<file path="config.mk">
export PLATFORM = sky130hd
export DESIGN_NAME = scff_test_ctrl
export DESIGN_NICKNAME = d
export VERILOG_FILES = /design/src/rtl/scff_test_pkg.sv /design/src/rtl/scff_err_counter.sv /design/src/rtl/scff_test_ctrl.sv
export SDC_FILE = /design/constraint.sdc
export NUM_CORES = 1
export LEC_CHECK = 0
export ABC_AREA = 1
export CAP_MARGIN = 25
export CORE_MARGIN = 2
export CORE_UTILIZATION = 40
export CTS_BUF_LIST = sky130_fd_sc_hd__clkbuf_8
export DETAILED_ROUTE_END_ITERATION = 8
export PLACE_DENSITY = 0.63
export REMOVE_ABC_BUFFERS = 1
export SYNTH_ARGS = -nofsm -noshare
export SYNTH_HDL_FRONTEND = slang
export SYNTH_SLANG_ARGS = --single-unit
</file>
<file path="constraint.sdc">
create_clock -name op_clk -period 1.8 [get_ports op_clk]
set_input_delay 0.36 -clock op_clk [delete_from_list [all_inputs] [get_ports op_clk]]
set_output_delay 0.36 -clock op_clk [all_outputs]
set_load 0.02 [all_outputs]
</file>
<file path="src/rtl/scff_test_pkg.sv">
// Shared FSM encoding and default sizing for the scan-chain flop tester.
package scff_test_pkg;

   localparam int DEF_SCAN_CHAIN_SIZE = 8;
   localparam int DEF_CHECK_LEN       = 3;
   localparam int DEF_ERR_W           = 8;

   typedef enum logic [2:0] {
      ST_IDLE,
      ST_INJECT,
      ST_SHIFT,
      ST_CHECK,
      ST_DONE
   } state_t;

endpackage

</file>
<file path="src/rtl/scff_err_counter.sv">
// Compares the observed scan tail against the expected bit and keeps a
// saturating count of mismatches; mismatch is also exported for same-cycle use.
module scff_err_counter #(
   parameter int ERR_W = 8
) (
   input  logic             clk,
   input  logic             rst,
   input  logic             clear,
   input  logic             check_en,
   input  logic             expected,
   input  logic             observed,
   output logic             mismatch,
   output logic [ERR_W-1:0] count
);

   assign mismatch = check_en && (expected != observed);

   always_ff @(posedge clk or posedge rst) begin
      if (rst) begin
         count <= '0;
      end else if (clear) begin
         count <= '0;
      end else if (mismatch && (count != '1)) begin
         count <= count + 1'b1;
      end
   end

endmodule

</file>
<file path="src/rtl/scff_test_ctrl.sv">
// Injects a single 1 at the scan-chain head, then checks that it emerges at the
// tail exactly SCAN_CHAIN_SIZE cycles later and nowhere else in the window.
module scff_test_ctrl
   import scff_test_pkg::*;
#(
   parameter int SCAN_CHAIN_SIZE = DEF_SCAN_CHAIN_SIZE,
   parameter int CHECK_LEN       = DEF_CHECK_LEN,
   parameter int ERR_W           = DEF_ERR_W
) (
   input  logic             op_clk,
   input  logic             greset,
   input  logic             start,
   input  logic             abort,
   input  logic             sc_tail,
   output logic             sc_head,
   output logic             test_en,
   output logic             busy,
   output logic             done,
   output logic             pass,
   output logic [ERR_W-1:0] err_count
);

   localparam int CNT_W = $clog2(SCAN_CHAIN_SIZE + CHECK_LEN + 1);
   localparam logic [CNT_W-1:0] LAST_SHIFT  = CNT_W'(SCAN_CHAIN_SIZE - 1);
   localparam logic [CNT_W-1:0] FIRST_CHECK = CNT_W'(SCAN_CHAIN_SIZE);
   localparam logic [CNT_W-1:0] LAST_CHECK  = CNT_W'(SCAN_CHAIN_SIZE + CHECK_LEN - 1);

   state_t           state;
   logic [CNT_W-1:0] cnt;
   logic             run_clear;
   logic             check_en;
   logic             expected;
   logic             mismatch;

   assign run_clear = (state == ST_IDLE) && start && !abort;
   // The cycle that carries an abort is not scored: the run is being cancelled.
   assign check_en  = ((state == ST_SHIFT) || (state == ST_CHECK)) && !abort;
   assign expected  = (state == ST_CHECK) && (cnt == FIRST_CHECK);

   scff_err_counter #(
      .ERR_W (ERR_W)
   ) u_err (
      .clk      (op_clk),
      .rst      (greset),
      .clear    (run_clear),
      .check_en (check_en),
      .expected (expected),
      .observed (sc_tail),
      .mismatch (mismatch),
      .count    (err_count)
   );

   always_ff @(posedge op_clk or posedge greset) begin
      if (greset) begin
         state   <= ST_IDLE;
         cnt     <= '0;
         sc_head <= 1'b0;
         test_en <= 1'b0;
         busy    <= 1'b0;
         done    <= 1'b0;
         pass    <= 1'b0;
      end else begin
         done <= 1'b0;
         case (state)
            ST_IDLE: begin
               if (start && !abort) begin
                  state   <= ST_INJECT;
                  cnt     <= '0;
                  sc_head <= 1'b1;
                  test_en <= 1'b1;
                  busy    <= 1'b1;
                  pass    <= 1'b0;
               end
            end
            ST_INJECT, ST_SHIFT, ST_CHECK: begin
               if (abort) begin
                  state   <= ST_IDLE;
                  sc_head <= 1'b0;
                  test_en <= 1'b0;
                  busy    <= 1'b0;
                  pass    <= 1'b0;
               end else begin
                  cnt     <= cnt + 1'b1;
                  sc_head <= 1'b0;
                  if (state == ST_INJECT) begin
                     state <= ST_SHIFT;
                  end else if ((state == ST_SHIFT) && (cnt == LAST_SHIFT)) begin
                     state <= ST_CHECK;
                  end else if ((state == ST_CHECK) && (cnt == LAST_CHECK)) begin
                     // Include the mismatch being registered on this same edge.
                     state   <= ST_DONE;
                     done    <= 1'b1;
                     busy    <= 1'b0;
                     test_en <= 1'b0;
                     pass    <= (err_count == '0) && !mismatch;
                  end
               end
            end
            ST_DONE: begin
               state <= ST_IDLE;
            end
            default: begin
               state <= ST_IDLE;
            end
         endcase
      end
   end

endmodule

</file>
==> out/qor.yml <==
global_routing:
  grt_max_degree: 20
  grt_pass1_vias: 945
  grt_pass1_wl_um: 4150
  overflow: 0
  antenna_found_initial: 0
  grt.total_usage: 0.165
power_and_ir_drop:
  switching_share: 0.423
  pwr-share-comb: 0.470
  p_int_mw: 1.00
  p_seq_frac: 0.353
  p_leak_nw: 0.687
  pwr-share-clk: 0.177
  p_switching_mw: 0.733
  powerDensity_mw_per_mm2: 1200
  ir_worst_vdd_mv: 0.667
clock_tree:
  clk_pin_slew_ns: 0.08
  cts_resized: 0
  cts_tree: "built"
  cts_buffers: 3
  clock_sinks: 19
  postCtsHoldBufs: 0
  ctsHtreeMaxLevel: 1
  insertion_delay_ns: 0.26
  clk_path_buf_depth: 2
  root_buffer: "clkbuf_8"
  post-cts-setup-buffers: 0
worst_setup_path:
  r2r_cells: 8
  start_kind: "register"
  cp_slowest_stage_delay_ns: 0.67
  path_cells: "clkdlybuf4s50_1"
  required_ns: 1.44
  cp_num_buf_inv: 1
  worst-path-stages: 1
  crit_path_end_kind: "output port"
  arrival_ns: 1.41
  cpLargestDelayFamily: "buffers and inverters"
  path_class: "register to output port"
  cpMaxStageDelayCell: "clkdlybuf4s50_1"
  critPathMaxFanout: 7
synth:
  ys_ff_latch: 19
  syn_inst: 160
  post_synth_instance_area_mm2: 0.00117
  yosysSeqAreaShare: 0.406
  yosysUniqueCellTypes: 22
  syn_avg_cell_area_um2: 7.32
  yosys_warnings: 0
layout:
  drive_above_1_share: 0.109
  final_area_mm2: 0.00145
  syn_to_final_growth_pct: 23.9
  diodes: 0
  regArea_um2: 475
  nNetsFinal: 195
  fillers: 272
  multi_input_area_um2: 608
floorplan:
  die_h_um: 58.1
  boundaryPins: 18
  start_util: 0.425
  num_rows: 19
  die_width_um: 58.1
  dieArea_mm2: 0.00338
  core_area_mm2: 0.00276
detailed_routing:
  wirelength_um: 2500
  wl_per_cell_um: 11.6
  drc: 0
  ant_nets: 0
  drt_iter0_markers: 38
  via_per_inst: 4.93
  dr.pass1.iters: 4
  vias: 1061
run_status:
  outcome: "completed"
timing:
  worst_pin_slew_ns: 0.240
  period_share: 0.983
  finalCriticalPeriod_ns: 1.77
  fmaxAchievable_ghz: 0.565
  setup_violations: 0
  rsz0062_at_grt: "no"
  finalSetupTns_ns: 0
  finalHoldViolations: 0
  drv_slew: 0
  relSlewSlack: 0.839
  skew_ns: 0.00485
placement:
  dpl_cell_area_mm2: 0.00141
  dp.final_hpwl_um: 1890
  gp_congestion: 0.825
  port_buffers: 17
min_path:
  min_path_type: "input port to async pin"
run:
  drv_cap: 0
-- synthesized netlist by cell type --
cell type   n  area share
nand2_1    47        0.15
nor3_1      6       0.026
xor2_1      1      0.0075
nor2_1     17       0.054
a21oi_1     3       0.013
nand3_1    18       0.077
o21bai_1    1      0.0064
inv_2       1      0.0032
o21ai_0     8       0.034
nand4_1     3       0.016
nand2_2     2       0.011
buf_2       1      0.0043
inv_1      17       0.054
xnor2_1     1      0.0075
nand3b_1    1      0.0064
nand4_4     1       0.018
nor2_2      4       0.021
dfrtp_1    19        0.41
ha_1        5       0.053
a21oi_2     1      0.0075
nand2_4     1      0.0096
buf_4       2       0.013
-- cells by family (layout without fill, tap and decap cells) --
group,count (synthesis),in the layout,synth area share
buffers and inverters,21,45,0.0748
flip-flops,19,19,0.406
AO/OA/AOI/OAI,13,13,0.0609
XOR/XNOR,2,2,0.0150
AND/OR/NAND/NOR,100,100,0.390
adder cells (fa/ha/maj),5,5,0.0534
-- state kept, by name (all words and copies together) (netlist names) --
signal / cells
pass: 1
u_err.count: 8
sc_head: 1
done: 1
busy: 1
state: 3
cnt: 4
-- layout make-up --
class / instances / area share
clock buffers: 3 / 0.0284
clock inverters: 1 / 0.00345
inverters: 18 / 0.0466
multi-input cells: 120 / 0.419
flip-flops and latches: 19 / 0.328
well taps: 31 / 0.0267
repair buffers: 23 / 0.148
-- stage by stage --
stage | power (mW) | worst slack, ns | hold slack [ns] | utilization | cells
floorplan | 1.13 | 0.322 | 0.311 | - | 157
global placement | 1.42 | 0.105 | 0.493 | 0.510 | 211
detailed placement | 1.43 | 0.0923 | 0.497 | 0.510 | 211
CTS | 1.76 | 0.0341 | 0.418 | 0.526 | 215
global route | 1.88 | 0.00443 | 0.455 | 0.526 | 215
finish | 1.73 | 0.0305 | 0.407 | 0.526 | 215
-- worst min-delay path, stage by stage --
cell and delay, ns:
clkdlybuf4s50_1 0.39, inv_1 0.05, buf_4 0.25
-- metal layers --
metal  up-vias  global-route usage  share of wire
li1        560                   -              -
met1       476               0.235           0.51
met2        21               0.227           0.43
met3         4              0.0335          0.037
met4         0               0.103          0.018
met5         -                   0              0
-- layout by cell type (no fill, tap or decap), drive strengths merged --
cell type | netlist | final
nand3 | 18 | 18
nand2 | 50 | 50
xor2 | 1 | 1
clkinv | 0 | 1
inv | 18 | 18
nor2 | 21 | 21
clkbuf | 0 | 3
nand4 | 4 | 4
xnor2 | 1 | 1
ha | 5 | 5
buf | 3 | 6
clkdlybuf4s50 | 0 | 17
o21ai | 8 | 8
dfrtp | 19 | 19
o21bai | 1 | 1
nand3b | 1 | 1
a21oi | 4 | 4
nor3 | 6 | 6
-- power by group through the flow --
stage	Combinational, mW	Sequential (mW)	Clock [mW]
global placement	0.808	0.615	0
global route	0.920	0.626	0.336
floorplan	0.454	0.681	0
detailed placement	0.813	0.622	0
finish	0.815	0.612	0.308
CTS	0.819	0.612	0.324
-- path summary, 6_finish.rpt --
kind	slack (ns)	to	start
hold reg to reg	0.51	sc_head	sc_head
setup reg to reg	0.26	u_err.count[3]	u_err.count[1]
min in group op_clk	0.51	sc_head	sc_head
max in group asynchronous	1.19	state[0]	greset
hold / removal	0.41	u_err.count[2]	greset
setup / recovery	0.03	err_count[2]	u_err.count[2]
No activity file was read; power rests on OpenSTA's default activity.
